[src/rtl/sram_wb_arbiter.sv]
// Two-master Wishbone arbiter/sequencer in front of the secure SRAM wrapper.
// Round-robin between mgmt bus (m0) and crypto/UART engine (m1).
// Optional key-erasure sweep is compiled in with SRAM_ARB_ZEROIZE_EN.
// Ports: wb_clk_i, rst_n (async low); m0_*/m1_* Wishbone masters;
// s_* Wishbone toward the wrapper; zeroize_i/_busy_o/_done_o sweep control.
module sram_wb_arbiter #(
  parameter int unsigned ADDR_WD = 9,
  parameter int unsigned DATA_WD = 32,
  parameter logic [ADDR_WD-1:0] ZERO_ADDR_LAST = 9'h1FF
) (
  input  logic                 wb_clk_i,
  input  logic                 rst_n,
  input  logic                 m0_cyc_i,
  input  logic                 m0_stb_i,
  input  logic                 m0_we_i,
  input  logic [ADDR_WD-1:0]   m0_adr_i,
  input  logic [DATA_WD-1:0]   m0_dat_i,
  input  logic [DATA_WD/8-1:0] m0_sel_i,
  output logic [DATA_WD-1:0]   m0_dat_o,
  output logic                 m0_ack_o,
  input  logic                 m1_cyc_i,
  input  logic                 m1_stb_i,
  input  logic                 m1_we_i,
  input  logic [ADDR_WD-1:0]   m1_adr_i,
  input  logic [DATA_WD-1:0]   m1_dat_i,
  input  logic [DATA_WD/8-1:0] m1_sel_i,
  output logic [DATA_WD-1:0]   m1_dat_o,
  output logic                 m1_ack_o,
  output logic                 s_cyc_o,
  output logic                 s_stb_o,
  output logic                 s_we_o,
  output logic [ADDR_WD-1:0]   s_adr_o,
  output logic [DATA_WD-1:0]   s_dat_o,
  output logic [DATA_WD/8-1:0] s_sel_o,
  input  logic [DATA_WD-1:0]   s_dat_i,
  input  logic                 s_ack_i,
  input  logic                 zeroize_i,
  output logic                 zeroize_busy_o,
  output logic                 zeroize_done_o
);

`ifdef SRAM_ARB_ZEROIZE_EN
  typedef enum logic [1:0] {IDLE, BUSY0, BUSY1, ZERO} state_e;
`else
  typedef enum logic [1:0] {IDLE, BUSY0, BUSY1} state_e;
`endif

  state_e state_q;
  logic   last_q;
  logic   req0, req1;

  assign req0 = m0_cyc_i & m0_stb_i;
  assign req1 = m1_cyc_i & m1_stb_i;

`ifdef SRAM_ARB_ZEROIZE_EN
  logic [ADDR_WD-1:0] zaddr_q;
  logic               done_q;

  always_ff @(posedge wb_clk_i or negedge rst_n) begin
    if (!rst_n) begin
      state_q <= IDLE;
      last_q  <= 1'b1;
      zaddr_q <= '0;
      done_q  <= 1'b0;
    end else begin
      done_q <= 1'b0;
      unique case (state_q)
        IDLE: begin
          if (zeroize_i) begin
            state_q <= ZERO;
            zaddr_q <= '0;
          end else if (req0 && (!req1 || last_q)) begin
            state_q <= BUSY0;
            last_q  <= 1'b0;
          end else if (req1) begin
            state_q <= BUSY1;
            last_q  <= 1'b1;
          end
        end
        BUSY0, BUSY1: begin
          if (s_ack_i) state_q <= IDLE;
        end
        ZERO: begin
          if (s_ack_i) begin
            if (zaddr_q == ZERO_ADDR_LAST) begin
              state_q <= IDLE;
              done_q  <= 1'b1;
            end else begin
              zaddr_q <= zaddr_q + 1'b1;
            end
          end
        end
        default: state_q <= IDLE;
      endcase
    end
  end

  assign zeroize_busy_o = (state_q == ZERO);
  assign zeroize_done_o = done_q;
`else
  always_ff @(posedge wb_clk_i or negedge rst_n) begin
    if (!rst_n) begin
      state_q <= IDLE;
      last_q  <= 1'b1;
    end else begin
      unique case (state_q)
        IDLE: begin
          if (req0 && (!req1 || last_q)) begin
            state_q <= BUSY0;
            last_q  <= 1'b0;
          end else if (req1) begin
            state_q <= BUSY1;
            last_q  <= 1'b1;
          end
        end
        BUSY0, BUSY1: begin
          if (s_ack_i) state_q <= IDLE;
        end
        default: state_q <= IDLE;
      endcase
    end
  end

  logic unused_zero;
  assign unused_zero    = zeroize_i ^ (^ZERO_ADDR_LAST);
  assign zeroize_busy_o = 1'b0;
  assign zeroize_done_o = 1'b0;
`endif

  // Read data goes to both masters; only the acked one consumes it.
  assign m0_dat_o = s_dat_i;
  assign m1_dat_o = s_dat_i;

  // The wrapper ack is registered, so the ack -> stb/ack paths are short.
  always_comb begin
    s_cyc_o  = 1'b0;
    s_stb_o  = 1'b0;
    s_we_o   = 1'b0;
    s_adr_o  = '0;
    s_dat_o  = '0;
    s_sel_o  = '0;
    m0_ack_o = 1'b0;
    m1_ack_o = 1'b0;
    unique case (state_q)
      BUSY0: begin
        s_cyc_o  = 1'b1;
        s_stb_o  = !s_ack_i;
        s_we_o   = m0_we_i;
        s_adr_o  = m0_adr_i;
        s_dat_o  = m0_dat_i;
        s_sel_o  = m0_sel_i;
        m0_ack_o = s_ack_i;
      end
      BUSY1: begin
        s_cyc_o  = 1'b1;
        s_stb_o  = !s_ack_i;
        s_we_o   = m1_we_i;
        s_adr_o  = m1_adr_i;
        s_dat_o  = m1_dat_i;
        s_sel_o  = m1_sel_i;
        m1_ack_o = s_ack_i;
      end
`ifdef SRAM_ARB_ZEROIZE_EN
      ZERO: begin
        s_cyc_o = 1'b1;
        s_stb_o = !s_ack_i;
        s_we_o  = 1'b1;
        s_adr_o = zaddr_q;
        s_sel_o = '1;
      end
`endif
      default: ;
    endcase
  end

endmodule
[config.mk]
export PLATFORM = sky130hd
export DESIGN_NAME = sram_wb_arbiter
export DESIGN_NICKNAME = d
export VERILOG_FILES = /design/src/rtl/sram_wb_arbiter.sv
export SDC_FILE = /design/constraint.sdc
export NUM_CORES = 1
export LEC_CHECK = 0
export ABC_CLOCK_PERIOD_IN_PS = 3800
export CAP_MARGIN = 20
export CORE_AREA = 2 2 97 99
export CTS_BUF_LIST = sky130_fd_sc_hd__clkbuf_4
export DETAILED_ROUTE_END_ITERATION = 16
export DIE_AREA = 0 0 99 101
export PLACE_DENSITY = 0.67
export RECOVER_POWER = 25
export SYNTH_ARGS = -nofsm -noshare
export SYNTH_HDL_FRONTEND = slang
export SYNTH_SLANG_ARGS = --single-unit
[constraint.sdc]
create_clock -name wb_clk_i -period 3.8 [get_ports wb_clk_i]
set_input_delay 0.95 -clock wb_clk_i [delete_from_list [all_inputs] [get_ports wb_clk_i]]
set_output_delay 0.95 -clock wb_clk_i [all_outputs]
set_load 0.02 [all_outputs]
==> qor.txt <==
Switching Share - 0.474
Setup Skew - 0.00215 ns
Tot GR Track Use - 0.0987
Critical Path AT - 2.31 ns
Pins Over Slew Limit - 0
Vias - 1,619
Final worst-path cycle share - 0.858
Final net count - 410
Setup TNS - 0 ns
Overflow after GRT - 0
TritonCTS clock tree - done
Io pins - 248
Max Cap Viol - 0
Dpl cells - 381
Cell Int Power - 0.868 mW
Switching pwr - 0.782 mW
Die ar. - 10000 sq um
Logic pwr share - 0.925
Routed len/inst - 14.1 um
Area Growth Syn to Fin - 64.4%
Hold Path Class - reg -> reg
CTS Hold Bufs - 0
Async SR Flop Fraction - 1.00
Synth Area per Inst - 8.56 sq um
CP peak stage delay - 0.62 ns
Die Y - 101 um
WS Path Type - in -> out
Post-synth EDFFs - 0
Drt via density - 4.21
RePlAce Congestion - 0.675
Inserted Diodes - 0
Minimum clock period - 3.26 ns
Post-DRT Antenna Nets - 0
Num CTS Buffers - 3
Postcts setup bufs - 0
Post-DP HPWL - 4310 um
Core ar. - 8980 sq um
Cell Rows - 35
Global-route wire length before repair - 8150 um
Cell with the most instances after synthesis - buf_4
Largest net degree at the start of global routing - 28
Sequential area share after synthesis - 0.0455
Clock-pin slew on the worst setup and hold paths - 0.04 ns
Initial Util - 0.187
Worst-skew pair later-pin latency - 0.23 ns
Clk pwr share - 0.038
Worst VDD drop - 529 uV
Root buffer cell - clkbuf_4
Bufs on Longest Clock Path - 2
Pwr per Cell Area - 598 nW/um^2
Synth top area share - 0.300
Fmax - 0.307 GHz
Syn. warnings - 0
Critical-path top delay cell - clkdlybuf4s50_1
Final Hold Vio Count - 0
Synth unique cells - 23
DR pass1 iterations - 3
Die width - 99 um
CTS resizes - 0
Synth top area cells - buf_4 (30%), a22oi_2 (22%), nor2b_1 (11%), nor2b_2 (8.9%), a22oi_1 (7.6%)
CP cell instances - dlygate4sd3_1 -> nor2b_4 -> clkdlybuf4s50_1
Top cells by count, synth - buf_4 (67), a22oi_2 (29), nor2b_1 (29)
Critical Path RT - 2.85 ns
Cells after Synth - 196
Synthesized cell area - 1680 sq um
Pleak - 0.865 nW
PortBufs - 148
Setup crit end kind - output pin
CP Max Fanout - 4
Clock Sinks - 3
Maximum level of the CTS H-tree - 1
CP Launch Type - input port
Fraction of layout cells with a size suffix above 1 - 0.226
Antenna violations before repair - 0
Final hold slack - 0.575 ns
Vias in the first global route - 1,648
DR DRC count - 0
Cell taking the most area after synthesis - buf_4
RSZ-0062 raised after global routing - false
Iter 0 DRT Violations - 32
Status - completed
Final WL - 5430 um
Sequential share of power - 0.038
Final setup vio count - 0
Fin cells - 385
Most used DFF post-synth - dfrtp_1
Register bit total from synthesis - 3
sequential cells by signal (all words and copies together) (netlist names):
name,count
state_q,2
last_q,1
cell type report:
| type | instances | area (sq um) |
|---|---|---|
| repair buffers | 154 | 1530 |
| fillers | 946 | 6220 |
| inverters | 2 | 7.51 |
| flip-flops and latches | 3 | 76.3 |
| clock buffers | 4 | 30.0 |
| well taps | 111 | 139 |
| multi-input cells | 111 | 978 |
per-layer routing:
| layer | track usage | vias to the layer above | share of wire |
|---|---|---|---|
| met3 | 0.0229 | 23 | 0.089 |
| met4 | 0.0285 | 0 | 0.029 |
| met2 | 0.182 | 81 | 0.51 |
| met1 | 0.113 | 746 | 0.37 |
| met5 | 0 | - | 0 |
| li1 | - | 769 | - |
logic make-up after synthesis:
kind of cell,after synthesis,synth area share
buffers and inverters,83,0.372
AND/OR/NAND/NOR,54,0.231
AO/OA/AOI/OAI,52,0.327
adder cells (fa/ha/maj),3,0.0224
flip-flops,3,0.0455
other,1,0.00223
cells in the final DEF, fill, tap and decap left out, drive strengths merged, types with 2 or more instances in the layout:
master / instances
a21oi: 2
a22oi: 46
and2: 2
buf: 6
clkbuf: 4
clkdlybuf4s50: 145
conb: 2
dfrtp: 2
dlygate4sd3: 3
ha: 3
inv: 2
nand2: 2
nor2b: 47
o32ai: 2
through the flow:
step | setup slack [ns] | area, sq um | utilization | total power [mW]
2_1_floorplan | 1.35 | 1680 | - | 1.20
3_3_place_gp | 0.590 | 2740 | 0.305 | 1.60
3_5_place_dp | 0.576 | 2740 | 0.305 | 1.63
4_1_cts | 0.574 | 2770 | 0.308 | 1.70
5_1_grt | 0.484 | 2760 | 0.307 | 1.78
6_report | 0.538 | 2760 | 0.307 | 1.65
path summary, 6_finish.rpt:
path	from	end	slack [ns]	depth (start not counted)
worst min-delay path	last_q	last_q	0.58	2
worst max register to register	state_q[1]	state_q[0]	2.11	6
max in group asynchronous	rst_n	last_q	2.59	1
min in group asynchronous	rst_n	state_q[1]	0.98	1
worst min register to register	last_q	last_q	0.58	2
worst max-delay path	s_ack_i	s_stb_o	0.54	3
critical path, delay by kind of cell:
| kind | cells | cell delay (ns) |
|---|---|---|
| simple gates | 1 | 0.15 |
| buf+inv | 2 | 1.21 |
power by group through the flow:
stage / logic (mW) / clock network [mW] / registers, mW
after CTS: 1.57 / 0.0647 / 0.0625
after global routing: 1.65 / 0.0677 / 0.0640
after detailed placement: 1.56 / 0 / 0.0629
after global placement: 1.54 / 0 / 0.0623
after floorplan: 1.14 / 0 / 0.0593
final: 1.53 / 0.0619 / 0.0619
(Power assumes the default switching activity.)
